### src/rtl/msu_in_unpacker.sv
`timescale 1ns/1ps
`default_nettype none
// ============================================================================
// Module   : msu_in_unpacker
// Brief    : Unpacks a host AXI-stream frame into t_start, t_final and
//            zero-extended redundant-form coefficients for the squaring core.
// Revision : 1.0 - initial release
// ============================================================================
module msu_in_unpacker #(
    parameter int NONREDUNDANT_ELEMENTS = 8,
    parameter int REDUNDANT_ELEMENTS    = 2,
    parameter int NUM_ELEMENTS          = NONREDUNDANT_ELEMENTS + REDUNDANT_ELEMENTS,
    parameter int WORD_LEN              = 16,
    parameter int BIT_LEN               = WORD_LEN + 1,
    parameter int T_LEN                 = 64,
    parameter int AXI_LEN               = 32,
    parameter int IN_XFERS              = 2*T_LEN/AXI_LEN + (NONREDUNDANT_ELEMENTS+1)/2
) (
    input  logic                                   clk,
    input  logic                                   reset_n,
    input  logic                                   s_axis_tvalid,
    output logic                                   s_axis_tready,
    input  logic [AXI_LEN-1:0]                     s_axis_tdata,
    input  logic                                   s_axis_tlast,
    output logic [31:0]                            s_axis_xfer_size_in_bytes,
    output logic [T_LEN-1:0]                       t_start,
    output logic [T_LEN-1:0]                       t_final,
    output logic [NUM_ELEMENTS-1:0][BIT_LEN-1:0]   sq_in,
    output logic                                   out_valid,
    input  logic                                   out_ready,
    output logic                                   frame_err
);

    localparam int c_CW  = $clog2(IN_XFERS + 1);
    localparam int c_TPB = T_LEN / AXI_LEN;
    localparam logic [c_CW-1:0] c_LAST = c_CW'(IN_XFERS - 1);

    localparam logic [1:0] c_RECV  = 2'd0;
    localparam logic [1:0] c_DRAIN = 2'd1;
    localparam logic [1:0] c_DONE  = 2'd2;

    logic [1:0]                         r_state;
    logic [c_CW-1:0]                    r_cnt;
    logic [T_LEN-1:0]                   r_t_start;
    logic [T_LEN-1:0]                   r_t_final;
    logic [NUM_ELEMENTS-1:0][BIT_LEN-1:0] r_sq;
    logic                               r_out_valid;
    logic                               r_frame_err;
    logic                               w_hs;

    assign s_axis_tready             = (r_state != c_DONE);
    assign w_hs                      = s_axis_tvalid && s_axis_tready;
    assign s_axis_xfer_size_in_bytes = 32'(IN_XFERS * AXI_LEN / 8);
    assign t_start                   = r_t_start;
    assign t_final                   = r_t_final;
    assign sq_in                     = r_sq;
    assign out_valid                 = r_out_valid;
    assign frame_err                 = r_frame_err;

    always_ff @(posedge clk or negedge reset_n) begin
        if (!reset_n) begin
            r_state     <= c_RECV;
            r_cnt       <= '0;
            r_t_start   <= '0;
            r_t_final   <= '0;
            r_sq        <= '0;
            r_out_valid <= 1'b0;
            r_frame_err <= 1'b0;
        end else begin
            r_frame_err <= 1'b0;
            case (r_state)
                c_RECV: begin
                    if (w_hs) begin
                        for (int k = 0; k < c_TPB; k++) begin
                            if (r_cnt == c_CW'(k))
                                r_t_start[k*AXI_LEN +: AXI_LEN] <= s_axis_tdata;
                            if (r_cnt == c_CW'(c_TPB + k))
                                r_t_final[k*AXI_LEN +: AXI_LEN] <= s_axis_tdata;
                        end
                        // Redundant elements are never written, so they hold zero.
                        for (int e = 0; e < NONREDUNDANT_ELEMENTS; e++) begin
                            if (r_cnt == c_CW'(2*c_TPB + e/2))
                                r_sq[e] <= BIT_LEN'(s_axis_tdata[(e%2)*WORD_LEN +: WORD_LEN]);
                        end
                        if (r_cnt == c_LAST) begin
                            r_cnt <= '0;
                            if (s_axis_tlast) begin
                                r_state     <= c_DONE;
                                r_out_valid <= 1'b1;
                            end else begin
                                r_frame_err <= 1'b1;
                                r_state     <= c_DRAIN;
                            end
                        end else if (s_axis_tlast) begin
                            r_frame_err <= 1'b1;
                            r_cnt       <= '0;
                        end else begin
                            r_cnt <= r_cnt + 1'b1;
                        end
                    end
                end
                c_DRAIN: begin
                    if (w_hs && s_axis_tlast) begin
                        r_state <= c_RECV;
                        r_cnt   <= '0;
                    end
                end
                c_DONE: begin
                    if (out_ready) begin
                        r_state     <= c_RECV;
                        r_out_valid <= 1'b0;
                        r_cnt       <= '0;
                    end
                end
                default: r_state <= c_RECV;
            endcase
        end
    end

endmodule
`default_nettype wire

### config.mk
export PLATFORM = sky130hd
export DESIGN_NAME = msu_in_unpacker
export DESIGN_NICKNAME = d
export VERILOG_FILES = /design/src/rtl/msu_in_unpacker.sv
export SDC_FILE = /design/constraint.sdc
export NUM_CORES = 1
export LEC_CHECK = 0
export CORE_ASPECT_RATIO = 1.25
export CORE_UTILIZATION = 40
export DETAILED_ROUTE_END_ITERATION = 8
export PLACE_DENSITY = 0.73
export SLEW_MARGIN = 20
export SYNTH_ARGS = -nofsm -noshare
export SYNTH_HDL_FRONTEND = slang
export SYNTH_SLANG_ARGS = --single-unit
### constraint.sdc
create_clock -name clk -period 2.6 [get_ports clk]
set_input_delay 0.65 -clock clk [delete_from_list [all_inputs] [get_ports clk]]
set_output_delay 0.65 -clock clk [all_outputs]
set_load 0.05 [all_outputs]
* Word level (Yosys, flattened, before mapping)
Index checks and enable logic that the tools add are counted.
** Storage, ports and cells
- Register bits :: 264
- Input bits :: 37
- Output and inout bits :: 333
- Word-level logic and storage cells :: 71
** Operators by class
- Add/subtract/negate cells :: 1
- Equality and inequality tests :: 15
- Mux-type cells :: 22
- Reduce and logical (&&, ||, !) cells :: 17
** Operator list (count)
- 3-bit AND reduction :: 8
- 4-bit two-way mux :: 5
- 4-bit by 3-bit == test with 1-bit output (second input constant) :: 4
- 2-bit != test (second input constant) :: 6
- 4-bit one-hot mux with 3 select lines :: 1
- 2-bit two-way mux :: 5
- 1-bit two-way mux :: 9
- 4-bit by 2-bit == test with 1-bit output (second input constant) :: 2
- 4-bit AND reduction :: 2
- 2-bit one-hot mux with 3 select lines :: 1
- 5-bit AND reduction :: 1
- 4-bit by 1-bit adder with 4-bit output (second input constant) :: 1
- 4-bit by 1-bit == test with 1-bit output (second input constant) :: 1
- 4-bit logical NOT :: 1
- 3-bit nonzero test :: 1
- 2-bit by 1-bit == test with 1-bit output (second input constant) :: 1
- 2-bit == test (second input constant) :: 1
- 1-bit logical AND :: 2
- 2-bit logical NOT :: 1
- 1-bit one-hot mux with 2 select lines :: 1
- 2-bit nonzero test :: 1

* Logic depth before layout (Yosys ltp)
Gate-level depths: netlist of run 1.
- Depth after elaboration :: 5
- Gate-level depth with buffers :: 8
- Gate-level depth less buffers :: 7

* Least setup slack after synthesis of run 1
OpenSTA, ideal clock, no wires.
- Path type :: register to register
- Start :: register r_state[0]
- End :: register r_t_final[10] (netlist: t_final[10])
- Library setup time :: 125 ps
- Arrival time :: 2052 ps
- Data required time :: 2475 ps
- Slack :: 423 ps
- Cell stages (with the launch flop) :: 9
- Path buffers :: 2
- Period minus slack after synthesis :: 2177 ps
- Path through :: dfrtp_1 -> inv_1 -> ha_1 -> inv_2 -> nand2_1 -> or4_1 -> buf_2 -> buf_6 -> mux2_4
** Between the ends
- Word-level cells in the longest chain between the ends :: 3
- Elaborated cells on any way between the ends :: 4
- Those cells by class :: eq/ne (1); reduce/logical (3)
** Ends and longest elaborated chain
- from (decl) :: line 42 : logic [1:0] r_state;
- from (signal assigned) :: line 62 : r_state <= c_RECV;
- from (signal assigned) :: line 88 : r_state <= c_DONE;
- from (signal assigned) :: line 92 : r_state <= c_DRAIN;
- 2-bit != test :: line 51 : assign s_axis_tready = (r_state != c_DONE);
- named net s_axis_tready :: line 22 : output logic s_axis_tready,
- 1-bit logical AND :: line 52 : assign w_hs = s_axis_tvalid && s_axis_tready;
- 3-bit AND reduction (no line)
- to (signal, indexed assignment) :: line 78 : r_t_final[k*AXI_LEN +: AXI_LEN] <= s_axis_tdata;
- to (decl) :: line 45 : logic [T_LEN-1:0] r_t_final;
The timed path passes the listed nets, and every way through them passes these cells.
A chain may end at the register's enable or synchronous reset.

* Worst setup path after layout of run 1
- Start :: register r_state[0]
- End :: output s_axis_tready
** Between the ends
- Word-level cells in the longest chain between the ends :: 1
** Ends and longest elaborated chain (line)
- 2-bit != test :: 51
- to (decl) :: 22
Every way passes these cells.

==> results of run 1 <==
[cell type report]
type	instances	area, um^2
clock buffers	32	703.2
inverters	8	30.03
well taps	345	431.7
flip-flops and latches	264	6606
fillers	2153	11630
multi-input cells	393	3857
clock inverters	15	166.4
repair buffers	327	3396
[cells in the mapped netlist]
library cell and number:
a22oi_1 1, nor3_2 2, clkbuf_2 1, nand4_1 3, nand3_1 7, a21oi_2 1
mux2_4 60, nand2_1 8, xor2_1 1, inv_2 1, a21o_1 1, nand2b_1 4
a21oi_1 1, mux2_1 4, o22ai_1 1, a21boi_0 1, conb_1 2, dfrtp_1 264
clkbuf_1 12, nor3b_1 1, a22o_1 2, nor2_1 3, nand3b_1 2, or3_1 1
buf_6 6, ha_1 9, o21ai_0 2, nand2_4 1, buf_4 74, nor3_1 3
buf_2 11, mux2_2 193, or4_1 4, o2111ai_1 2, nor4_1 1, inv_1 7
[state kept, by name (all words and copies together) (netlist names)]
name / count
frame_err: 1
out_valid: 1
r_cnt: 4
r_state: 2
sq_in: 128
t_final: 64
t_start: 64
[through the flow]
step	setup slack (ns)	cell area [um^2]	total power, W	util
6_report	0.1851	15190	0.02231	0.5663
5_1_grt	0.03561	15190	0.02316	0.5663
4_1_cts	0.1560	15190	0.02251	0.5663
3_5_place_dp	-0.04189	14320	0.01862	0.5339
3_3_place_gp	-0.04446	14320	0.01845	0.5339
2_1_floorplan	0.4233	11200	0.01452	-
[power breakdown]
group / switching (W) / total (W) / internal [W]
combinational: 0.00763 / 0.0120 / 0.00434
sequential: 0.000875 / 0.00654 / 0.00567
clock: 0.00157 / 0.00379 / 0.00222
[routing by layer]
metal,vias up,track usage,wire [um],part of all wire
li1,2938,-,-,-
met1,3415,0.2432,10730,0.39
met2,241,0.3469,14180,0.52
met3,60,0.03488,1447,0.053
met4,0,0.07848,1081,0.039
met5,-,0,0,0
[kinds of logic (layout without fill, tap and decap cells)]
kind of cell / count (synthesis) / count (layout) / synth area share
buffers and inverters: 112 / 382 / 0.06936
flip-flops: 264 / 264 / 0.6043
AND/OR/NAND/NOR: 40 / 40 / 0.02117
AO/OA/AOI/OAI: 12 / 12 / 0.008013
adder cells (fa/ha/maj): 9 / 9 / 0.01030
XOR/XNOR: 1 / 1 / 0.0008013
other: 2 / 74 / 0.0006870
multiplexers: 257 / 257 / 0.2853
[worst max-delay path by stage]
stage,from,endpoint,slack [ns],depth (start not counted)
2_1_floorplan,r_state[0]$_DFFE_PN0P_,t_final[10]$_DFFE_PN0P_,0.42,8
3_3_place_gp,s_axis_tvalid,t_final[13]$_DFFE_PN0P_,-0.04,5
3_5_place_dp,s_axis_tvalid,t_final[19]$_DFFE_PN0P_,-0.04,5
4_1_cts,r_state[0]$_DFFE_PN0P_,s_axis_tready,0.16,4
5_1_grt,r_state[0]$_DFFE_PN0P_,s_axis_tready,0.04,4
6_report,r_state[0]$_DFFE_PN0P_,s_axis_tready,0.19,4
[cell usage in the layout (no fill, tap or decap), types with 3 or more instances in the layout]
master           synthesis  routed
buf_12                   0      16
nor2_1                   3       3
mux2_1                   4       4
bufinv_16                0       3
conb_1                   2      74
nand4_1                  3       3
nand2b_1                 4       4
nand3_1                  7       6
clkinv_2                 0       9
nand2_1                  8       8
clkbuf_1                12       3
ha_1                     9       9
dfrtp_1                264     264
nor3_1                   3       3
clkbuf_16                0      26
clkbuf_8                 0       3
inv_1                    7       7
clkdlybuf4s50_1          0     293
mux2_2                 193     193
buf_4                   74      17
mux2_4                  60      60
==> key figures, run 1 <==
Run status
  – Outcome: completed

Clocking
  – Setup bufs post-CTS: 0
  – Resize count post-CTS: 0
  – Worst-Skew Late Latency: 0.53 ns
  – Root Buffer Master: clkbuf_16
  – Hold_buf cts: 0
  – Clock-pin slew on the worst setup and hold paths: 0.07 ns
  – Clk buf depth: 3
  – Num CTS Buffers: 26
  – # H-tree levels: 1
  – CTS Sinks: 264
  – CTS tree: yes

Setup path
  – WP buf/inv: 3
  – Worst Path Max Fanout: 8
  – R2R Path End: t_final[19]$_DFFE_PN0P_
  – Critical Setup Path Class: flop to output pin
  – Flop2flop setup slack: 0.20 ns
  – Max stage delay cell, worst path: dfrtp_1
  – CP Cell Sequence: inv_1 -> ha_1 -> inv_2 -> buf_4
  – WP data arrival: 1.76 ns
  – Worst EP required: 1.95 ns
  – Critical Path Max Stage Delay: 0.40 ns
  – Worst-case reg-to-reg path depth: 7
  – Type of origin of the critical path: flop
  – Origin of the critical flop-to-flop path: r_state[0]$_DFFE_PN0P_
  – Worst Setup End Kind: output pin
  – Top Family by Delay on Critical Path: buffers and inverters

STA
  – Worst Tran Pin Value: 0.6607 ns
  – Hold Slack: 0.1228 ns
  – Final hold viol count: 0
  – Post-route clock period utilization: 0.9288
  – Clk_skew: 0.01717 ns
  – Max Slew Vio Count: 0
  – # setup viols final: 0
  – Setup TNS: 0 ns
  – Slew Limit Headroom: 0.5595
  – FMAX: 0.4141 GHz
  – Min Clock Period, post-route: 2.415 ns
  – RSZ-0062 raised after global routing: no

Logic synthesis
  – Synthesized flop and latch total: 264
  – Top-area cell type share of the netlist area: 0.6043
  – Ranking of synthesized cells by area: dfrtp_1 (60%), mux2_2 (20%), mux2_4 (8.2%)
  – Post-synth cell types: 36
  – Mapped Cells: 697
  – Avg Synthesized Cell Area: 15.68 um^2
  – Synthesized cell area: 10930 um^2
  – Cell taking the most area after synthesis: dfrtp_1
  – Sequential share of the synthesized area: 0.6043
  – Synth Warn #: 34

Drt
  – Vias per Instance: 4.808
  – Drt first pass iters: 4
  – DRC Markers: 0
  – Final WL: 27440 um
  – Routed WL per cell: 19.82 um
  – Via Count: 6654
  – Detailed Route Iter0 Violations: 132
  – ANT nets after route: 0

Floorplan
  – Row count: 67
  – Die width: 149.9 um
  – Die height: 186.8 um
  – Die area: 28000 um^2
  – Starting Density: 0.4075
  – CORE AREA: 26830 um^2
  – IO Count: 370

Final layout
  – Share of cells above drive strength 1: 0.3263
  – # diodes: 0
  – Area Growth Syn to Fin: 38.96%
  – Fin nets: 1066
  – Fin cells: 1384

Place
  – Dpl hpwl: 19400 um
  – Routability congestion estimate: 0.7611
  – Placed cell count: 1337
  – Input/output buffers: 295

Global routing
  – Vias in the first global route: 6923
  – Total GRT Usage: 0.1994
  – Total grt overflow: 0
  – Largest net degree at the start of global routing: 77
  – Initial antenna violation count: 0
  – First-pass GRT wire length: 42550 um

Pwr
  – Leakage power: 7.240 nW
  – Maximum VDD drop: 0.0008457 V
  – Power Dens Cells: 1469 nW/um^2

Min path
  – Hold/Removal Path Class: primary input to async pin

Job
  – Max cap viols: 0
Note: power is estimated with default switching activity, not from simulation.
==> run 2: changes to the inputs <==
--- a/config.mk
+++ b/config.mk
@@ -5,7 +5,6 @@
 export SDC_FILE = /design/constraint.sdc
 export NUM_CORES = 1
 export LEC_CHECK = 0
-export CORE_ASPECT_RATIO = 1.25
 export CORE_UTILIZATION = 40
 export DETAILED_ROUTE_END_ITERATION = 8
 export PLACE_DENSITY = 0.73
==> run 2 against run 1 <==
Non-clock buffer count shrank 6; combinational power hardly changed; die area is essentially flat; clock power increased by 15%; count of clock-buffer cells in the layout is 12 higher; largest cell class unchanged; highest routed layer unchanged; flip-flop and latch count unchanged; via count fell by 1.4%; maximum frequency shrank 1.5%.
==> key figures, run 2 (same netlist as run 1, synthesis figures left out) <==
Run status
  – Outcome: completed (unchanged)

Clocking
  – # H-tree levels: 1 (unchanged)
  – Clock-pin slew on the worst setup and hold paths: 0.06 ns (was 0.07 ns)
  – Setup bufs post-CTS: 0 (unchanged)
  – CTS Sinks: 264 (unchanged)
  – CTS tree: yes (unchanged)
  – Num CTS Buffers: 29 (was 26)
  – Resize count post-CTS: 0 (unchanged)
  – Hold_buf cts: 0 (unchanged)
  – Root Buffer Master: clkbuf_16 (unchanged)
  – Worst-Skew Late Latency: 0.54 ns (was 0.53 ns)
  – Clk buf depth: 3 (unchanged)

Setup path
  – Worst EP required: 1.95 ns (about the same)
  – CP Cell Sequence: clkdlybuf4s50_1 (was inv_1 -> ha_1 -> inv_2 -> buf_4)
  – CP Depth: 1 (was 4)
  – WP buf/inv: 1 (was 3)
  – CP startpoint: t_start[31]$_DFFE_PN0P_ (was r_state[0]$_DFFE_PN0P_)
  – Worst-case reg-to-reg path depth: 6 (was 7)
  – Critical Setup Path Class: flop to output pin (unchanged)
  – WP data arrival: 1.80 ns (was 1.76 ns)
  – Top Family by Delay on Critical Path: buffers and inverters (unchanged)
  – Setup crit end: t_start[31] (was s_axis_tready)
  – Flop2flop setup slack: 0.29 ns (was 0.20 ns)
  – Critical Path Max Stage Delay: 0.90 ns (was 0.40 ns)
  – Worst Path Max Fanout: 2 (was 8)
  – Type of origin of the critical path: flop (unchanged)
  – Origin of the critical flop-to-flop path: r_state[1]$_DFFE_PN0P_ (was r_state[0]$_DFFE_PN0P_)
  – R2R Path End: t_final[29]$_DFFE_PN0P_ (was t_final[19]$_DFFE_PN0P_)
  – Worst Setup End Kind: output pin (unchanged)
  – Max stage delay cell, worst path: clkdlybuf4s50_1 (was dfrtp_1)

Final layout
  – Share of cells above drive strength 1: 0.3240 (was 0.3263)
  – Commonest non-fill, non-tap cell in the layout: clkdlybuf4s50_1 (unchanged)
  – Max reg flops: 128 (unchanged)
  – # diodes: 0 (unchanged)
  – Post-Route Utilization: 0.5671 (was 0.5663)
  – Commonest cells after routing, fill and taps aside: clkdlybuf4s50_1 (293), dfrtp_1 (264), mux2_2 (193), conb_1 (74), mux2_4 (60) (unchanged)
  – Area Growth Syn to Fin: 39.42% (was 38.96%)
  – Fin nets: 1063 (was 1066)

Drt
  – DRC Markers: 0 (unchanged)
  – Vias per Instance: 4.752 (was 4.808)
  – Final WL: 27340 um (was 27440 um)
  – Drt first pass iters: 4 (unchanged)
  – Detailed Route Iter0 Violations: 346 (was 132)
  – Via Count: 6562 (was 6654)
  – ANT nets after route: 0 (unchanged)
  – Routed WL per cell: 19.80 um (was 19.82 um)

STA
  – Post-route clock period utilization: 0.9427 (was 0.9288)
  – Final hold viol count: 0 (unchanged)
  – Setup ws final: 0.1489 ns (was 0.1851 ns)
  – Setup TNS: 0 ns (unchanged)
  – RSZ-0062 raised after global routing: no (unchanged)
  – Max Slew Vio Count: 0 (unchanged)
  – Worst Tran Pin Value: 0.6316 ns (was 0.6607 ns)
  – Clk_skew: 0.009266 ns (was 0.01717 ns)
  – # setup viols final: 0 (unchanged)
  – Slew Limit Headroom: 0.5776 (was 0.5595)
  – FMAX: 0.4080 GHz (was 0.4141 GHz)
  – Min Clock Period, post-route: 2.451 ns (was 2.415 ns)

Pwr
  – Design Power: 0.02284 W (was 0.02231 W)
  – Leakage power: 7.263 nW (was 7.240 nW)
  – Maximum VDD drop: 0.0008058 V (was 0.0008457 V)
  – Power Dens Cells: 1499 nW/um^2 (was 1469 nW/um^2)

Floorplan
  – IO Count: 370 (unchanged)
  – Row count: 60 (was 67)
  – CORE AREA: 26880 um^2 (was 26830 um^2)
  – Die height: 167.3 um (was 186.8 um)
  – Die area: 27990 um^2 (was 28000 um^2)
  – Die width: 167.3 um (was 149.9 um)
  – Starting Density: 0.4068 (was 0.4075)

Min path
  – Hold/Removal Path Class: primary input to async pin (unchanged)

Global routing
  – Largest net degree at the start of global routing: 66 (was 77)
  – Vias in the first global route: 6913 (was 6923)
  – Total GRT Usage: 0.1962 (was 0.1994)
  – Initial antenna violation count: 0 (unchanged)
  – Total grt overflow: 0 (unchanged)
  – First-pass GRT wire length: 42280 um (was 42550 um)
  – GR peak layer: met2 (unchanged)
  – M1 GR Usage: 0.2523 (was 0.2432)
  – Met3 Use GR: 0.05743 (was 0.03488)
  – M2 GR Usage: 0.3234 (was 0.3469)

Place
  – Input/output buffers: 295 (unchanged)
  – Worst slack, placed: -0.003933 ns (was -0.04189 ns)
  – Routability congestion estimate: 0.7303 (was 0.7611)
  – Dpl hpwl: 18560 um (was 19400 um)

Job
  – Max cap viols: 0 (unchanged)
run 2: changes by cell type in the layout (fill, tap and decap cells not counted), sizes merged:
cell and delta:
bufinv +1, buf -6, clkinvlp -2, clkbuf +12
inv +2, clkinv -6
run 2: cell type report:
type | count | area, um^2
multi-input combinational | 393 | 3857
tap | 341 | 426.7
clock inverter | 10 | 160.2
fill | 2176 | 11630
sequential | 264 | 6606
inverter | 8 | 30.03
timing repair buffer | 321 | 3288
clock buffer | 44 | 872.1
run 2: worst reg2reg max path, stage by stage, from the launching register on:
cell	delay (ns)
dfrtp_1	0.43
inv_1	0.12
ha_1	0.33
nand2_4	0.09
or4_2	0.67
buf_4	0.24
mux2_4	0.31
run 2: stage by stage:
step	cell area (um^2)	std cells	hold slack (ns)
after floorplan	11200	769	0.3544
after detailed placement	14210	1327	0.4774
final	15240	1381	0.05641
after global routing	15240	1381	0.08836
after CTS	15240	1381	0.07042
after global placement	14210	1327	0.4696
run 2: how the worst min path moves through the flow:
stage                                from                     to  slack, ns
floorplan                         reset_n    frame_err$_DFF_PN0_       0.35
global placement    sq_in[74]$_DFFE_PN0P_  sq_in[74]$_DFFE_PN0P_       0.47
detailed placement  sq_in[10]$_DFFE_PN0P_  sq_in[10]$_DFFE_PN0P_       0.48
CTS                               reset_n  sq_in[34]$_DFFE_PN0P_       0.07
global route                      reset_n  sq_in[34]$_DFFE_PN0P_       0.09
finish                            reset_n  sq_in[34]$_DFFE_PN0P_       0.06
run 2: per-layer routing:
metal,routed length (um),share of wire
met5,0,0
met4,544,0.020
met3,2041,0.075
met2,13330,0.49
met1,11430,0.42
run 2: report_power, final:
| group | switching [W] | internal [W] | leakage, nW | total [W] |
|---|---|---|---|---|
| Combinational | 0.00763 | 0.00432 | 3.31 | 0.0120 |
| Sequential | 0.000863 | 0.00567 | 3.44 | 0.00653 |
| Clock | 0.00165 | 0.00271 | 0.512 | 0.00436 |
==> run 3: changes to the inputs <==
--- a/config.mk
+++ b/config.mk
@@ -5,8 +5,10 @@
 export SDC_FILE = /design/constraint.sdc
 export NUM_CORES = 1
 export LEC_CHECK = 0
+export CORE_MARGIN = 2
 export CORE_UTILIZATION = 40
 export DETAILED_ROUTE_END_ITERATION = 8
+export GPL_ROUTABILITY_DRIVEN = 0
 export PLACE_DENSITY = 0.73
 export SLEW_MARGIN = 20
 export SYNTH_ARGS = -nofsm -noshare
==> run 3 against run 2 <==
Cell area is 0.22% lower; clock skew is 0.00096 ns lower; die area rose by 2.4%; largest cell class unchanged.
==> key figures, run 3 (same netlist as run 1, synthesis figures left out) <==
Run status
  – Outcome: completed (unchanged)

Setup path
  – WP buf/inv: 1 (unchanged)
  – Type of origin of the critical path: flop (unchanged)
  – Worst Path Max Fanout: 2 (unchanged)
  – Worst Setup End Kind: output pin (unchanged)
  – WP data arrival: 1.75 ns (was 1.80 ns)
  – CP Cell Sequence: clkdlybuf4s50_1 (unchanged)
  – Top Family by Delay on Critical Path: buffers and inverters (unchanged)
  – Worst EP required: 1.95 ns (about the same)
  – Critical Path Max Stage Delay: 0.84 ns (was 0.90 ns)
  – Max stage delay cell, worst path: clkdlybuf4s50_1 (unchanged)
  – Critical Setup Path Class: flop to output pin (unchanged)

Final layout
  – Fin nets: 1064 (was 1063)
  – Share of cells above drive strength 1: 0.3279 (was 0.3240)
  – Fill cell count: 2133 (was 2176)
  – Max reg flops: 128 (unchanged)
  – Area Growth Syn to Fin: 39.11% (was 39.42%)
  – Commonest non-fill, non-tap cell in the layout: clkdlybuf4s50_1 (unchanged)
  – Commonest cells after routing, fill and taps aside: clkdlybuf4s50_1 (293), dfrtp_1 (264), mux2_2 (193), conb_1 (74), mux2_4 (60) (unchanged)
  – # diodes: 0 (unchanged)

Global routing
  – First-pass GRT wire length: 41500 um (was 42280 um)
  – Largest net degree at the start of global routing: 72 (was 66)
  – Vias in the first global route: 6830 (was 6913)
  – Total grt overflow: 0 (unchanged)
  – Total GRT Usage: 0.1876 (was 0.1962)
  – Initial antenna violation count: 0 (unchanged)

Clocking
  – Num CTS Buffers: 28 (was 29)
  – CTS tree: yes (unchanged)
  – Clk buf depth: 3 (unchanged)
  – # H-tree levels: 1 (unchanged)
  – Root Buffer Master: clkbuf_16 (unchanged)
  – Clock-pin slew on the worst setup and hold paths: 0.06 ns (about the same)
  – Resize count post-CTS: 0 (unchanged)
  – Setup bufs post-CTS: 0 (unchanged)
  – Hold_buf cts: 0 (unchanged)
  – Worst-Skew Late Latency: 0.54 ns (about the same)
  – CTS Sinks: 264 (unchanged)

Drt
  – Detailed Route Iter0 Violations: 298 (was 346)
  – ANT nets after route: 0 (unchanged)
  – Vias per Instance: 4.809 (was 4.752)
  – Final WL: 27410 um (was 27340 um)
  – Routed WL per cell: 19.85 um (was 19.80 um)
  – Drt first pass iters: 4 (unchanged)
  – DRC Markers: 0 (unchanged)
  – Via Count: 6641 (was 6562)

STA
  – Worst Tran Pin Value: 0.5881 ns (was 0.6316 ns)
  – RSZ-0062 raised after global routing: no (unchanged)
  – Min Clock Period, post-route: 2.400 ns (was 2.451 ns)
  – Slew Limit Headroom: 0.6067 (was 0.5776)
  – Setup ws final: 0.1996 ns (was 0.1489 ns)
  – Max Slew Vio Count: 0 (unchanged)
  – Post-route clock period utilization: 0.9232 (was 0.9427)
  – Setup TNS: 0 ns (unchanged)
  – Final hold viol count: 0 (unchanged)
  – Hold Slack: 0.08189 ns (was 0.05641 ns)
  – Clk_skew: 0.008304 ns (was 0.009266 ns)
  – FMAX: 0.4166 GHz (was 0.4080 GHz)
  – # setup viols final: 0 (unchanged)

Pwr
  – Leakage power: 7.257 nW (was 7.263 nW)
  – Comb pwr share: 0.528 (was 0.523)
  – Switching power: 0.01009 W (was 0.01014 W)
  – Internal power: 0.01248 W (was 0.01270 W)
  – Flop pwr share: 0.290 (was 0.286)
  – Clock Power Share: 0.181 (was 0.191)
  – Switching share of total power: 0.4470 (was 0.4440)
  – Power Dens Cells: 1484 nW/um^2 (was 1499 nW/um^2)
  – Maximum VDD drop: 0.0008330 V (was 0.0008058 V)

Place
  – Worst slack, placed: -0.03744 ns (was -0.003933 ns)
  – Input/output buffers: 295 (unchanged)
  – Dpl hpwl: 19240 um (was 18560 um)

Min path
  – Hold/Removal Path Class: primary input to async pin (unchanged)

Floorplan
  – Die height: 169.3 um (was 167.3 um)
  – Die width: 169.3 um (was 167.3 um)
  – IO Count: 370 (unchanged)
  – Row count: 60 (unchanged)
  – CORE AREA: 26880 um^2 (unchanged)
  – Starting Density: 0.4068 (unchanged)
  – Die area: 28670 um^2 (was 27990 um^2)

Job
  – Max cap viols: 0 (unchanged)
-- run 3: cell type report --
| class | instances | area (um^2) | share of cell area |
|---|---|---|---|
| flip-flops and latches | 264 | 6606 | 0.4344 |
| inverters | 8 | 30.03 | 0.001975 |
| repair buffers | 323 | 3316 | 0.2180 |
| clock buffers | 40 | 857.1 | 0.05636 |
| well taps | 341 | 426.7 | 0.02806 |
| clock inverters | 12 | 113.9 | 0.007487 |
| multi-input cells | 393 | 3857 | 0.2537 |
-- run 3: power groups by stage --
stage          combinational [W]  clock [W]  sequential (W)
2_1_floorplan            0.00264          0          0.0119
3_3_place_gp              0.0119          0         0.00655
3_5_place_dp              0.0120          0         0.00660
4_1_cts                   0.0120    0.00421         0.00656
5_1_grt                   0.0123    0.00436         0.00676
6_report                  0.0119    0.00409         0.00655
-- run 3: final timing paths --
path,from,slack [ns],end,cells past startpoint
max,t_start[2]$_DFFE_PN0P_,0.20,t_start[2],1
min,reset_n,0.08,sq_in[5]$_DFFE_PN0P_,1
max reg2reg,r_state[1]$_DFFE_PN0P_,0.27,t_start[9]$_DFFE_PN0P_,6
min reg2reg,sq_in[74]$_DFFE_PN0P_,0.49,sq_in[74]$_DFFE_PN0P_,1
max in group asynchronous,reset_n,1.81,t_final[13]$_DFFE_PN0P_,2
min in group clk,sq_in[74]$_DFFE_PN0P_,0.49,sq_in[74]$_DFFE_PN0P_,1
-- run 3: metrics by stage --
stage / cells / instance area, um^2 / power [W] / util
3_3_place_gp: 1329 / 14240 / 0.01842 / 0.5297
6_report: 1381 / 15210 / 0.02257 / 0.5658
2_1_floorplan: 769 / 11200 / 0.01452 / -
5_1_grt: 1381 / 15210 / 0.02341 / 0.5658
4_1_cts: 1381 / 15210 / 0.02278 / 0.5658
3_5_place_dp: 1329 / 14240 / 0.01859 / 0.5297
-- run 3: routing by layer --
metal / vias to the layer above / wire length, um / global-route usage
li1: 2946 / - / -
met2: 230 / 13390 / 0.3182
met1: 3411 / 11290 / 0.2349
met4: 0 / 892 / 0.06057
met5: - / 0 / 0
met3: 54 / 1839 / 0.04921
